<file path="src/rtl/key_event.sv">
// Key-gesture classifier: turns debounced press/release pulses into short, long and double-click events.
// Optional auto-repeat while held is compiled in with `define KEY_EVENT_REPEAT_EN.
module key_event #(
  parameter int CNT_BITS      = 26,
  parameter int LONG_CYCLES   = 25_000_000,
  parameter int DBL_CYCLES    = 12_500_000,
  parameter int REPEAT_CYCLES = 5_000_000
) (
  input  logic clk50m,
  input  logic rst,
  input  logic sw_hi,
  input  logic sw_lo,
  output logic ev_short,
  output logic ev_long,
  output logic ev_double,
  output logic ev_repeat,
  output logic busy
);

  typedef enum logic [2:0] {
    IDLE,
    PRESS1,
    WAIT2,
    PRESS2,
    HELD
  } state_t;

  localparam logic [CNT_BITS-1:0] CNT_ONE   = CNT_BITS'(1);
  localparam logic [CNT_BITS-1:0] LONG_LAST = CNT_BITS'(LONG_CYCLES - 1);
  localparam logic [CNT_BITS-1:0] DBL_LAST  = CNT_BITS'(DBL_CYCLES - 1);
`ifdef KEY_EVENT_REPEAT_EN
  localparam logic [CNT_BITS-1:0] REP_LAST  = CNT_BITS'(REPEAT_CYCLES - 1);
`endif

  state_t              state;
  logic [CNT_BITS-1:0] cnt;
  logic                press;
  logic                release_;

  // A simultaneous press and release is treated as no input at all.
  assign press    = sw_hi & ~sw_lo;
  assign release_ = sw_lo & ~sw_hi;
  assign busy     = (state != IDLE);

  // NOTE: every register here is written with <= so all next-state terms see the pre-edge values.
  always_ff @(posedge clk50m or posedge rst) begin
    if (rst) begin
      state     <= IDLE;
      cnt       <= '0;
      ev_short  <= 1'b0;
      ev_long   <= 1'b0;
      ev_double <= 1'b0;
`ifdef KEY_EVENT_REPEAT_EN
      ev_repeat <= 1'b0;
`endif
    end else begin
      ev_short  <= 1'b0;
      ev_long   <= 1'b0;
      ev_double <= 1'b0;
`ifdef KEY_EVENT_REPEAT_EN
      ev_repeat <= 1'b0;
`endif
      case (state)
        IDLE: begin
          cnt <= '0;
          if (press) state <= PRESS1;
        end
        PRESS1: begin
          if (release_) begin
            state <= WAIT2;
            cnt   <= '0;
          end else if (cnt == LONG_LAST) begin
            state   <= HELD;
            cnt     <= '0;
            ev_long <= 1'b1;
          end else begin
            cnt <= cnt + CNT_ONE;
          end
        end
        WAIT2: begin
          // A press on the very last gap cycle still counts as a double click.
          if (press) begin
            state <= PRESS2;
            cnt   <= '0;
          end else if (cnt == DBL_LAST) begin
            state    <= IDLE;
            cnt      <= '0;
            ev_short <= 1'b1;
          end else begin
            cnt <= cnt + CNT_ONE;
          end
        end
        PRESS2: begin
          cnt <= '0;
          if (release_) begin
            state     <= IDLE;
            ev_double <= 1'b1;
          end
        end
        HELD: begin
          if (release_) begin
            state <= IDLE;
            cnt   <= '0;
          end else begin
`ifdef KEY_EVENT_REPEAT_EN
            if (cnt == REP_LAST) begin
              cnt       <= '0;
              ev_repeat <= 1'b1;
            end else begin
              cnt <= cnt + CNT_ONE;
            end
`else
            cnt <= '0;
`endif
          end
        end
        default: begin
          state <= IDLE;
          cnt   <= '0;
        end
      endcase
    end
  end

`ifndef KEY_EVENT_REPEAT_EN
  assign ev_repeat = 1'b0;
`endif

endmodule

</file>
<file path="config.mk">
export PLATFORM = sky130hd
export DESIGN_NAME = key_event
export DESIGN_NICKNAME = d
export VERILOG_FILES = /design/src/rtl/key_event.sv
export SDC_FILE = /design/constraint.sdc
export NUM_CORES = 1
export LEC_CHECK = 0
export BUFFER_PORTS_ARGS = -buffer_cell sky130_fd_sc_hd__buf_2
export CORE_MARGIN = 2
export CORE_UTILIZATION = 30
export DETAILED_ROUTE_END_ITERATION = 10
export SYNTH_ARGS = -nofsm -noshare
export SYNTH_HDL_FRONTEND = slang
export SYNTH_SLANG_ARGS = --single-unit
</file>
<file path="constraint.sdc">
create_clock -name clk50m -period 5.88 [get_ports clk50m]
set_clock_uncertainty 0.1 [all_clocks]
set_input_delay 0.882 -clock clk50m [delete_from_list [all_inputs] [get_ports clk50m]]
set_output_delay 0.882 -clock clk50m [all_outputs]
set_load 0.005 [all_outputs]
</file>
==> flow_summary.ini <==
[finish]
drive_gt1_share_pct = 9.94
multi_input_area_sq_um = 800
fin_nets = 185
seqCellArea_sq_um = 801
post-route-util_pct = 34.0
antenna_cells = 0
fillCellCount = 558
area_growth_pct = 11.3
fin_cells = 253

[detailed_routing]
drt-wirelength-per-cell_microns = 11.9
antenna_left = 0
drt_iter0_markers = 83
vias = 1218
viasPerCell = 4.81
wirelength_microns = 3010
drt_pass1_iterations = 4
drc = 0

[cts]
clock_sinks = 32
root_buffer = clkbuf_8
ctsResizeCount = 0
clock_path_buffers = 2
holdBufCountCts = 0
numCtsBuffers = 5
htree_levels = 2
clk_latency_ns = 0.29
cts_tree = done
postCtsSetupBuffers = 0
cts.clk_slew.worst_paths_ns = 0.07

[sta]
setup-tns-final_ns = 0
max_freq_mhz = 390
maxSlewViolCount = 0
relSlewSlack_pct = 37.5
finalCriticalPeriod_ns = 2.56
worstMarginPinSlew_ns = 0.931
period_share_pct = 43.6
setup_viol = 0
grt_setup_unrepaired = no
hold_viol = 0

[worst_setup_path]
required_ns = 5.92
r2r-start = cnt[10]
timing.rr.end = state[1]
critPathArrivalTime_ns = 2.61
cp_slowest_cell = o211a_1
ff2ff_path_depth = 5
critPathMaxStageDelay_ns = 0.72
endpoint_kind = flop
rrSetupSlack_ns = 3.32
critical_path_class = reg2reg
cp-start-kind = flop
path_cells = nand4bb_1 > or4_1 > nor3_2 > o211a_1 > a31oi_1
cp_max_fo = 27

[hold_path]
hold_depth = 1
min_from = cnt[0]
min_path_type = reg2reg
holdPathEnd = cnt[0]

[global_route]
antenna_found_initial = 0
overflow = 0
grt_pass1_wl_microns = 5350
grt_pass1_vias = 1172
grt_max_degree = 33
grt_use_total_pct = 11.1

[synthesis]
ys_seq_area_share_pct = 48.1
ys_ff_latch = 32
syn_area_sq_um = 1660
synth_edf_count = 0
async_flop_share_pct = 100
synth_area_per_cell_sq_um = 9.67
synth_cells = 172
synth_fp_nets = 177
yosys_most_used_dff = dfrtp_1
ys_warn_count = 0
synth.distinct_cells = 34

[floorplan]
rows = 27
initial_core_util_pct = 30.6
core_sq_um = 5440
die_area_sq_um = 6160
top_level_ports = 9
die_w_microns = 78.5
die_y_microns = 78.5

[power_and_ir_drop]
ir_worst_vdd_uv = 131
finalPower_mw = 0.593
leakagePower_nw = 0.789
cellPowerDensity_nw_per_um2 = 320

[placement]
post-dp-hpwl_microns = 2010
place.gp.congestion = 0.747
port_buffers = 7
dp.cells = 245

[job]
cap_violations = 0

[outcome]
status = complete, no violations
worst max-delay path: cells and delay by family, from the launching register on:
family	cells	cell delay [ns]
AO/OA/AOI/OAI	2	0.88
flip-flops	1	0.42
AND/OR/NAND/NOR	3	1.02
logic make-up after synthesis:
logic type	synth area share (%)
adder cells (fa/ha/maj)	1.35
AND/OR/NAND/NOR	30.3
other	0.225
AO/OA/AOI/OAI	3.53
flip-flops	48.1
XOR/XNOR	12.6
buffers and inverters	3.83
layout make-up:
class | instances | area share (%)
sequential | 32 | 43.2
multi-input combinational | 130 | 43.2
tap | 72 | 4.86
clock buffer | 6 | 3.92
timing repair buffer | 8 | 2.30
clock inverter | 2 | 1.89
inverter | 3 | 0.608
cells in the final DEF, fill, tap and decap left out, drive strengths merged, types with 2 or more instances in the layout:
| cell type | count |
|---|---|
| xor2 | 19 |
| nor3 | 7 |
| or3 | 3 |
| nor4 | 2 |
| nand2 | 12 |
| buf | 8 |
| nand3 | 11 |
| nor2 | 30 |
| nand2b | 4 |
| or4 | 2 |
| clkbuf | 6 |
| nand4 | 10 |
| dfrtp | 32 |
| nor2b | 5 |
| and3 | 3 |
| xnor2 | 5 |
| inv | 3 |
| a31oi | 2 |
| and4 | 3 |
cells in the mapped netlist (2+ instances only):
cell	number	area share, %
dfrtp_1	32	48
nor2_1	30	6.8
xor2_1	19	10
nand2_1	12	2.7
nand3_1	11	3.3
nand4_1	10	3.8
nor2b_1	5	1.9
nor3_1	5	1.5
xnor2_1	5	2.6
nand2b_1	4	1.5
and3_1	3	1.1
and4_1	3	1.6
buf_6	3	2.0
clkbuf_1	3	0.68
inv_1	3	0.68
or3_1	3	1.1
a31oi_1	2	0.75
nor3_2	2	1.2
or4_1	2	0.90
worst max-delay path by stage:
stage	from	to	slack (ns)	cells past startpoint
2_1_floorplan	sw_lo	cnt[10]	3.71	7
3_3_place_gp	sw_hi	state[1]	3.12	6
3_5_place_dp	sw_hi	state[1]	3.13	6
4_1_cts	cnt[10]	state[1]	3.28	5
5_1_grt	cnt[10]	state[1]	3.05	5
6_report	cnt[10]	state[1]	3.32	5
registers in the layout (all words and copies together) (netlist names):
name       cells
state          3
ev_long        1
ev_double      1
cnt           26
ev_short       1
stage by stage:
step / hold slack, ns / area [sq um] / worst slack, ns
finish: 0.355 / 1850 / 3.32
global route: 0.383 / 1850 / 3.05
CTS: 0.361 / 1850 / 3.28
detailed placement: 0.352 / 1740 / 3.13
global placement: 0.352 / 1740 / 3.12
floorplan: 0.329 / 1660 / 3.71
per-layer routing:
metal,share of wire (%),global-route usage (%),vias to the layer above
met2,44,17.2,13
met1,51,14.2,591
met3,3.4,3.79,6
met5,0,0,-
li1,-,-,608
met4,1.6,4.21,0
report_power, final:
group | internal, mW | switching (mW)
clock | 0.126 | 0.0824
sequential | 0.238 | 0.0242
combinational | 0.0450 | 0.0784
No activity file was read; power rests on OpenSTA's default activity.
